[src/rtl/pipe_ctrl.sv]
// Pipeline sequencing controller: arbitrates mispredict / eret / interrupt / halt
// events and load-use hazards into PC, IF/ID and ID/EX stall/flush controls.
module pipe_ctrl #(
  parameter logic [31:0] INT_VECTOR = 32'h0000_0400,
  parameter int          CNT_W      = 32
) (
  input  logic             clk,
  input  logic             rst,
  input  logic [4:0]       id_rs,
  input  logic [4:0]       id_rt,
  input  logic             id_uses_rt,
  input  logic             ex_memread,
  input  logic [4:0]       ex_rd,
  input  logic             ex_mispredict,
  input  logic [31:0]      ex_target,
  input  logic             ex_eret,
  input  logic             ex_halt,
  input  logic             go,
  input  logic             int_req,
  input  logic [31:0]      resume_pc,
  output logic             pc_stall,
  output logic             ifid_stall,
  output logic             ifid_flush,
  output logic             idex_flush,
  output logic             redirect,
  output logic [31:0]      redirect_pc,
  output logic             int_ack,
  output logic             halted,
  output logic [1:0]       state,
  output logic [31:0]      epc,
  output logic [CNT_W-1:0] stall_cnt,
  output logic [CNT_W-1:0] flush_cnt
);

  typedef enum logic [1:0] {
    ST_RUN     = 2'd0,
    ST_HALTED  = 2'd1,
    ST_INT_SVC = 2'd2
  } state_t;

  state_t           r_state;
  state_t           r_saved_state;
  state_t           w_next_state;
  logic [31:0]      r_epc;
  logic [CNT_W-1:0] r_stall_cnt;
  logic [CNT_W-1:0] r_flush_cnt;

  logic w_hz;
  logic w_active;
  logic w_int_ok;
  logic w_take_mis;
  logic w_take_eret;
  logic w_take_int;
  logic w_take_halt;
  logic w_take_stall;
  logic w_redirect;

  assign w_hz = ex_memread && (ex_rd != 5'd0) &&
                ((ex_rd == id_rs) || (id_uses_rt && (ex_rd == id_rt)));

  // Event arbitration; each w_take_* is one-hot and already masked by rst/HALTED.
  assign w_active     = !rst && (r_state != ST_HALTED);
  assign w_int_ok     = int_req && (r_state == ST_RUN);
  assign w_take_mis   = w_active && ex_mispredict;
  assign w_take_eret  = w_active && !ex_mispredict && ex_eret;
  assign w_take_int   = w_active && !ex_mispredict && !ex_eret && w_int_ok;
  assign w_take_halt  = w_active && !ex_mispredict && !ex_eret && !w_int_ok && ex_halt;
  assign w_take_stall = w_active && !ex_mispredict && !ex_eret && !w_int_ok && !ex_halt && w_hz;
  assign w_redirect   = w_take_mis || w_take_eret || w_take_int;

  // State register
  always_ff @(posedge clk or posedge rst) begin
    if (rst) begin
      r_state <= ST_RUN;
    end else begin
      r_state <= w_next_state;
    end
  end

  // Next-state logic
  always_comb begin
    w_next_state = r_state;
    case (r_state)
      ST_HALTED: begin
        if (go) w_next_state = r_saved_state;
      end
      ST_RUN, ST_INT_SVC: begin
        if (w_take_eret)      w_next_state = ST_RUN;
        else if (w_take_int)  w_next_state = ST_INT_SVC;
        else if (w_take_halt) w_next_state = ST_HALTED;
      end
      default: w_next_state = ST_RUN;
    endcase
  end

  // Output logic
  always_comb begin
    pc_stall    = 1'b0;
    ifid_stall  = 1'b0;
    ifid_flush  = 1'b0;
    idex_flush  = 1'b0;
    redirect    = 1'b0;
    redirect_pc = 32'd0;
    int_ack     = 1'b0;
    halted      = 1'b0;
    if (!rst) begin
      if (r_state == ST_HALTED) begin
        pc_stall   = 1'b1;
        ifid_stall = 1'b1;
        idex_flush = 1'b1;
        halted     = 1'b1;
      end else if (w_redirect) begin
        redirect   = 1'b1;
        ifid_flush = 1'b1;
        idex_flush = 1'b1;
        int_ack    = w_take_int;
        if (w_take_mis)       redirect_pc = ex_target;
        else if (w_take_eret) redirect_pc = r_epc;
        else                  redirect_pc = INT_VECTOR;
      end else if (w_take_halt) begin
        idex_flush = 1'b1;
      end else if (w_take_stall) begin
        pc_stall   = 1'b1;
        ifid_stall = 1'b1;
        idex_flush = 1'b1;
      end
    end
  end

  // Saved state, EPC and saturating performance counters
  always_ff @(posedge clk or posedge rst) begin
    if (rst) begin
      r_saved_state <= ST_RUN;
      r_epc         <= 32'd0;
      r_stall_cnt   <= '0;
      r_flush_cnt   <= '0;
    end else begin
      if (w_take_halt) r_saved_state <= r_state;
      if (w_take_int)  r_epc <= resume_pc;
      if (w_take_stall && (r_stall_cnt != '1))
        r_stall_cnt <= r_stall_cnt + {{(CNT_W-1){1'b0}}, 1'b1};
      if (w_redirect && (r_flush_cnt != '1))
        r_flush_cnt <= r_flush_cnt + {{(CNT_W-1){1'b0}}, 1'b1};
    end
  end

  assign state     = r_state;
  assign epc       = r_epc;
  assign stall_cnt = r_stall_cnt;
  assign flush_cnt = r_flush_cnt;

endmodule

[config.mk]
export PLATFORM = sky130hd
export DESIGN_NAME = pipe_ctrl
export DESIGN_NICKNAME = d
export VERILOG_FILES = /design/src/rtl/pipe_ctrl.sv
export SDC_FILE = /design/constraint.sdc
export NUM_CORES = 1
export LEC_CHECK = 0
export ABC_AREA = 1
export BUFFER_PORTS_ARGS = -buffer_cell sky130_fd_sc_hd__clkbuf_2
export CORE_UTILIZATION = 46
export CTS_CLUSTER_SIZE = 12
export DETAILED_ROUTE_END_ITERATION = 6
export PLACE_DENSITY = 0.78
export SYNTH_ARGS = -nofsm -noshare
export SYNTH_HDL_FRONTEND = slang
export SYNTH_SLANG_ARGS = --single-unit
export TNS_END_PERCENT = 10
[constraint.sdc]
create_clock -name clk -period 4.3 [get_ports clk]
set_clock_uncertainty 0.05 [all_clocks]
set_input_delay 1.075 -clock clk [delete_from_list [all_inputs] [get_ports clk]]
set_output_delay 1.075 -clock clk [all_outputs]
set_load 0.01 [all_outputs]
==> metrics.txt, run 1 <==
Max Clock Freq about 0.27 GHz; Internal 0.00219 W; Synth Net Count 1031; RSZ-0062 raised after global routing false; routed wire length 19000 um; Routed Antenna Nets 0; Num CTS Buffers 9; worst-path maximum fanout 27; Hold-fix buffers, CTS 0; Setup Fix Bufs, Post-CTS 0; max_cap viols 0; routability cong. 0.938; Post-Place Worst Slack 614 ps; CP Launch Type primary input; required time worst endpoint 3170 ps; worst path arrival time between 2000 and 3000 ps; drt via density around 5.1; Vias 6765; number of global-route vias before repair 6090; DR WL/cell 14.2 um; largest family of logic cells by synthesized area simple AND/OR/NAND/NOR gates; Synth Area in Compound Gates 9.18%; crit-path most repeated cell clkbuf_2; die width 120 um; Die H 120 um; Top delay family on crit path simple AND/OR/NAND/NOR gates; Tcrit/Tclk final 85.3%; xor/xnor share of the synthesized area 4.39%; aggregate global routing overflow 0; post-synthesis cell count approximately 940; Layout area overhead 24.2%; worst stage delay on the critical path about 270 ps; power per cell area 438 mW/mm^2; Worst setup EP type output pin; Switch Pwr approximately 0.0013 W; Slew HR 40.7%; clock buffer depth 2; hpwl dp ~15000 um; fill count approximately 1300; nets@finish 1245; I/O pin count 225; CTS tree built; setup TNS 0 ps; multi-input combinational cell area 0.00317 mm^2; Clock power frac 27.5%; worst-path cell chain clkbuf_2, inv_4, nand3_1, nor2_2, nand2_1, nand3_2, nor2_1, a21oi_1, clkbuf_2; Reg power frac 39.7%; I/O Buffers between 200 and 250; post-cts gate resize count 0; num rows 42; crit path launch rst; initial antenna violation count 1; post-route setup slack between 600 and 700 ps; Leak ~4.3 nW; most common cell after layout, fill and taps aside nand2_1; worst-margin pin slew between 800 and 900 ps; WP buf/inv 3; most frequent cells in the layout 375 x nand2_1, 224 x clkbuf_2, 132 x inv_1; Clk pin slew, worst setup/hold paths ~70 ps; Hold Vio Cnt, Final 0; Avg Inst Size Synth a little under 7 um^2; status completed; multiplexer share of the synthesized area 0%; clock latency on the worst-skew pair roughly 350 ps; first-pass GRT wire length 30100 um; Final Critical Period between 3000 and 4000 ps; Seq/Total Area, Yosys 39.2%; Sequential cell area roughly 0.0025 mm^2; Initial Util 47.6%; Worst IR Drop VDD 0.269 mV; Comb pwr share 32.7%; CP max stage cell inv_4; share of cells above drive strength 1 24.2%; First-pass DRT Iterations 5; #FFs+latches synth 100; total die area 0.0143 mm^2; Setup violations, final 0; FF-to-FF Start stall_cnt[0]; Iter 0 DRT Violations about 540; Ys Warns 0; Hold Crit Start r_saved_state[1]; DRC 0; Root Driver clkbuf_16; Placeable Area 0.0134 mm^2; Post-Synth Simple-Gate Area 35.7%; CTS sink cnt 100; critical path type primary input to output pin; global-route usage over all layers roughly 27%; Switching Share between 30% and 40%; H-tree depth 3; Max Slew Vio Count 0; Synth Cell Area between 0.006 and 0.007 mm^2; worst hold path type flip-flop to flip-flop; total power draw 0.00347 W; Yosys cell types 31; Adder-Cell Fraction of Synth Area 0.392%; largest net degree at the start of global routing between 60 and 70
==> worst reg2reg max path: stages, from the launching register on <==
cell and delay (ps):
dfrtp_1 470, ha_1 290, inv_1 140, nor2_2 80
nand2_1 190, nor2_2 80, nand2_1 110, nand4_2 690
nand2_1 280, nand2_1 80
==> synthesized netlist by cell type (all sizes together) <==
cell type    n  share of area (%)
dfrtp      100                 39
buf         18                2.6
nand4        8               0.88
clkbuf       8               0.47
a21oi        3               0.24
nand3       33                2.7
nand2      380                 23
o221a        1               0.18
nand3b      12                1.4
nor2        90                5.9
nor3b        1               0.12
a21o         1               0.12
xor2        23                3.2
xnor2        9                1.2
o22ai       31                3.0
nor3        24                1.9
inv        136                8.0
o21ai       61                5.6
ha           2               0.39
==> cell type report <==
class	count	share of cell area (%)
clock inverter	6	1.41
timing repair buffer	229	14.6
antenna	1	0.0316
tap	176	2.78
inverter	136	6.51
sequential	100	31.6
clock buffer	10	3.02
multi-input combinational	679	40.0
==> power by group through the flow <==
stage          clock (W)  combinational, W  sequential (W)
5_1_grt          0.00100           0.00126         0.00141
2_1_floorplan          0          0.000588         0.00146
3_3_place_gp           0           0.00112         0.00139
6_report        0.000955           0.00114         0.00138
4_1_cts         0.000965           0.00115         0.00138
3_5_place_dp           0           0.00115         0.00138
==> logic make-up after synthesis <==
group | after synthesis
AND/OR/NAND/NOR | 548
buffers and inverters | 162
flip-flops | 100
AO/OA/AOI/OAI | 97
XOR/XNOR | 32
adder cells (fa/ha/maj) | 2
==> state kept, by name (all words and copies together), names as in the netlist <==
name,count
epc,32
flush_cnt,32
r_saved_state,2
stall_cnt,32
state,2
==> per-stage QoR <==
step,std cells,cell area [um^2],util [%],hold slack [ps]
4_1_cts,1336,7920,59.1,455
3_5_place_dp,1320,7570,56.5,438
6_report,1337,7920,59.1,462
5_1_grt,1337,7920,59.1,469
2_1_floorplan,941,6380,-,403
3_3_place_gp,1320,7570,56.5,428
==> worst paths after layout <==
check	cells past startpoint	to	slack, ps
setup / recovery	9	idex_flush	630
hold / removal	2	r_saved_state[1]	460
setup reg to reg	9	stall_cnt[6]	1720
hold reg to reg	2	r_saved_state[1]	460
max in group asynchronous	3	flush_cnt[7]	2590
min in group asynchronous	2	stall_cnt[31]	670
==> metal layers <==
metal	up-vias	GRT usage [%]	wire length [um]
met2	273	47.4	9390
met4	0	11.3	525
met1	3117	32.9	7910
met5	-	0	0
met3	33	4.37	1160
li1	3342	-	-
(Power assumes the default switching activity.)
==> inputs of run 2 (changes only) <==
--- a/config.mk
+++ b/config.mk
@@ -7,6 +7,7 @@
 export LEC_CHECK = 0
 export ABC_AREA = 1
 export BUFFER_PORTS_ARGS = -buffer_cell sky130_fd_sc_hd__clkbuf_2
+export CORE_ASPECT_RATIO = 0.7
 export CORE_UTILIZATION = 46
 export CTS_CLUSTER_SIZE = 12
 export DETAILED_ROUTE_END_ITERATION = 6
==> run 2 against run 1 <==
Fmax increased by 6.6%. Final cell count increased by 0.60%. Register-to-register slack gained 20 ps. Setup slack improved by 230 ps. Global-route usage is 0.98 points higher. First-iteration DRC count rose by 3.9%. Non-clock buffer count stayed put. Sequential power is essentially flat. Sequential cell count did not move. Clock power fell by 4.2%. Largest cell class unchanged.
==> metrics.txt, run 2 (synthesized netlist as in run 1, its figures left out) <==
status completed; drt via density 4.94 (-2.3%); met3 wire len 1780 um (+54%); Clk pin slew, worst setup/hold paths 70 ps (about the same); number of global-route vias before repair 5839 (-4.1%); Tcrit/Tclk final 80.0% (-5.3 points); Sequential cell area 0.00250 mm^2 (unchanged); Non-Filler Instances 1345 (+0.60%); DR WL/cell 14.4 um (+1.1%); Initial Util 47.7% (+0.16 points); Hold Vio Cnt, Final 0 (unchanged); routability cong. 1.03 (+9.7%); ant diodes 0 (-1); Max Clock Freq 0.291 GHz (+6.6%); FF-to-FF Start stall_cnt[0]; first-pass GRT wire length 30800 um (+2.2%); worst-path maximum fanout 5 (-81%); Vias 6646 (-1.8%); R2R Setup Slk 1740 ps (+20 ps); total power draw 0.00344 W (-0.86%); max_cap viols 0 (unchanged); Reg2Reg Depth 9 (unchanged); nets@finish 1245 (unchanged); die width 143 um (+19%); Worst IR Drop VDD 0.304 mV (+13%); required time worst endpoint 3170 ps (about the same); CP Launch Type primary input; DRC 0 (unchanged); Setup violations, final 0 (unchanged); Slew HR 37.3% (-3.4 points); Max Slew Vio Count 0 (unchanged); num rows 35 (-17%); H-tree depth 3 (unchanged); Placeable Area 0.0134 mm^2 (-0.33%); worst-margin pin slew 938 ps (+51.1 ps); Leak 4.28 nW (-0.17%); Hold Crit Start r_saved_state[1]; multi-input combinational cell area 0.00317 mm^2 (unchanged); uppermost layer routed met4; worst path arrival time 2320 ps (-220 ps); CTS sink cnt 100 (unchanged); hold depth 2 (unchanged); critical path type primary input to output pin; I/O pin count 225 (unchanged); Setup Fix Bufs, Post-CTS 0 (unchanged); M1 WL 9370 um (+18%); Final Critical Period 3440 ps (-227 ps); I/O Buffers 224 (unchanged); Iter 0 DRT Violations 557 (+3.9%); post-cts gate resize count 0 (unchanged); clock buffer depth 2 (unchanged); global-route usage over all layers 28.1% (+0.98 points); setup TNS 0 ps (unchanged); largest net degree at the start of global routing 70 (+9.4%); fill count 1276 (-1.0%); Routed Antenna Nets 0 (unchanged); Root Driver clkbuf_16; power per cell area 435 mW/mm^2 (-0.70%); most frequent cells in the layout 375 x nand2_1, 224 x clkbuf_2, 132 x inv_1; RSZ-0062 raised after global routing false; Layout area overhead 24.0%; r2r endpoint stall_cnt[23]; worst hold path type flip-flop to flip-flop; hpwl dp 15200 um (+2.0%); initial antenna violation count 0 (-1); share of cells above drive strength 1 24.2% (unchanged); WHS Endpoint r_saved_state[1]; Num CTS Buffers 9 (unchanged); CTS tree built; Hold-fix buffers, CTS 0 (unchanged); total die area 0.0143 mm^2 (about the same); most common cell after layout, fill and taps aside nand2_1; aggregate global routing overflow 0 (unchanged); routed wire length 19300 um (+1.7%); First-pass DRT Iterations 5 (unchanged); Worst setup EP type output pin; Die H 101 um (-16%); met2 wire length 8010 um (-15%); clock latency on the worst-skew pair 350 ps (about the same); placed insts 1329 (+0.68%)
## run 2: cell count changes in the layout (fill, tap and decap cells not counted)
cell,previous run,this run
inv_6,0,4
clkinvlp_4,1,0
clkinv_2,1,0
bufinv_16,3,2
diode_2,1,0
clkbuf_8,1,0
## run 2: worst max-delay path, cell delays in order
cell	delay (ps)
clkbuf_2	120
inv_4	80
nand3_1	80
nor2_2	140
nand2_1	170
nand3_2	210
nor2_1	90
a21oi_1	190
clkbuf_2	160
## run 2: per-layer routing
layer	vias up	global-route usage [%]
met1	2980	43.0
met5	-	0
met2	306	40.5
met3	11	6.46
li1	3349	-
met4	0	4.30
## run 2: how the worst max path moves through the flow
stage | startpoint | end
after floorplan | rst | idex_flush
after global placement | rst | redirect_pc[10]
after detailed placement | rst | idex_flush
after CTS | rst | idex_flush
after global routing | rst | idex_flush
final | rst | idex_flush
## run 2: layout make-up
cell class	instances	share of cell area (%)
flip-flops and latches	100	31.7
multi-input cells	679	40.1
repair buffers	229	14.7
clock buffers	9	2.85
well taps	185	2.93
clock inverters	7	1.31
inverters	136	6.52
## run 2: metrics by stage
step                hold WS, ps  worst slack, ps  util, %  cell area [um^2]
floorplan                   403              424        -              6380
global placement            423              906     56.7              7580
detailed placement          431              870     56.7              7580
CTS                         449              858     59.2              7910
global route                465              723     59.2              7910
finish                      447              859     59.2              7910
## run 2: report_power, final
part / internal [W] / leakage (nW) / switching [W] / total (W)
Combinational: 0.000435 / 2.80 / 0.000710 / 0.00114
Sequential: 0.00117 / 1.31 / 0.000206 / 0.00138
Clock: 0.000520 / 0.161 / 0.000395 / 0.000915
Total: 0.00213 / 4.28 / 0.00131 / 0.00344
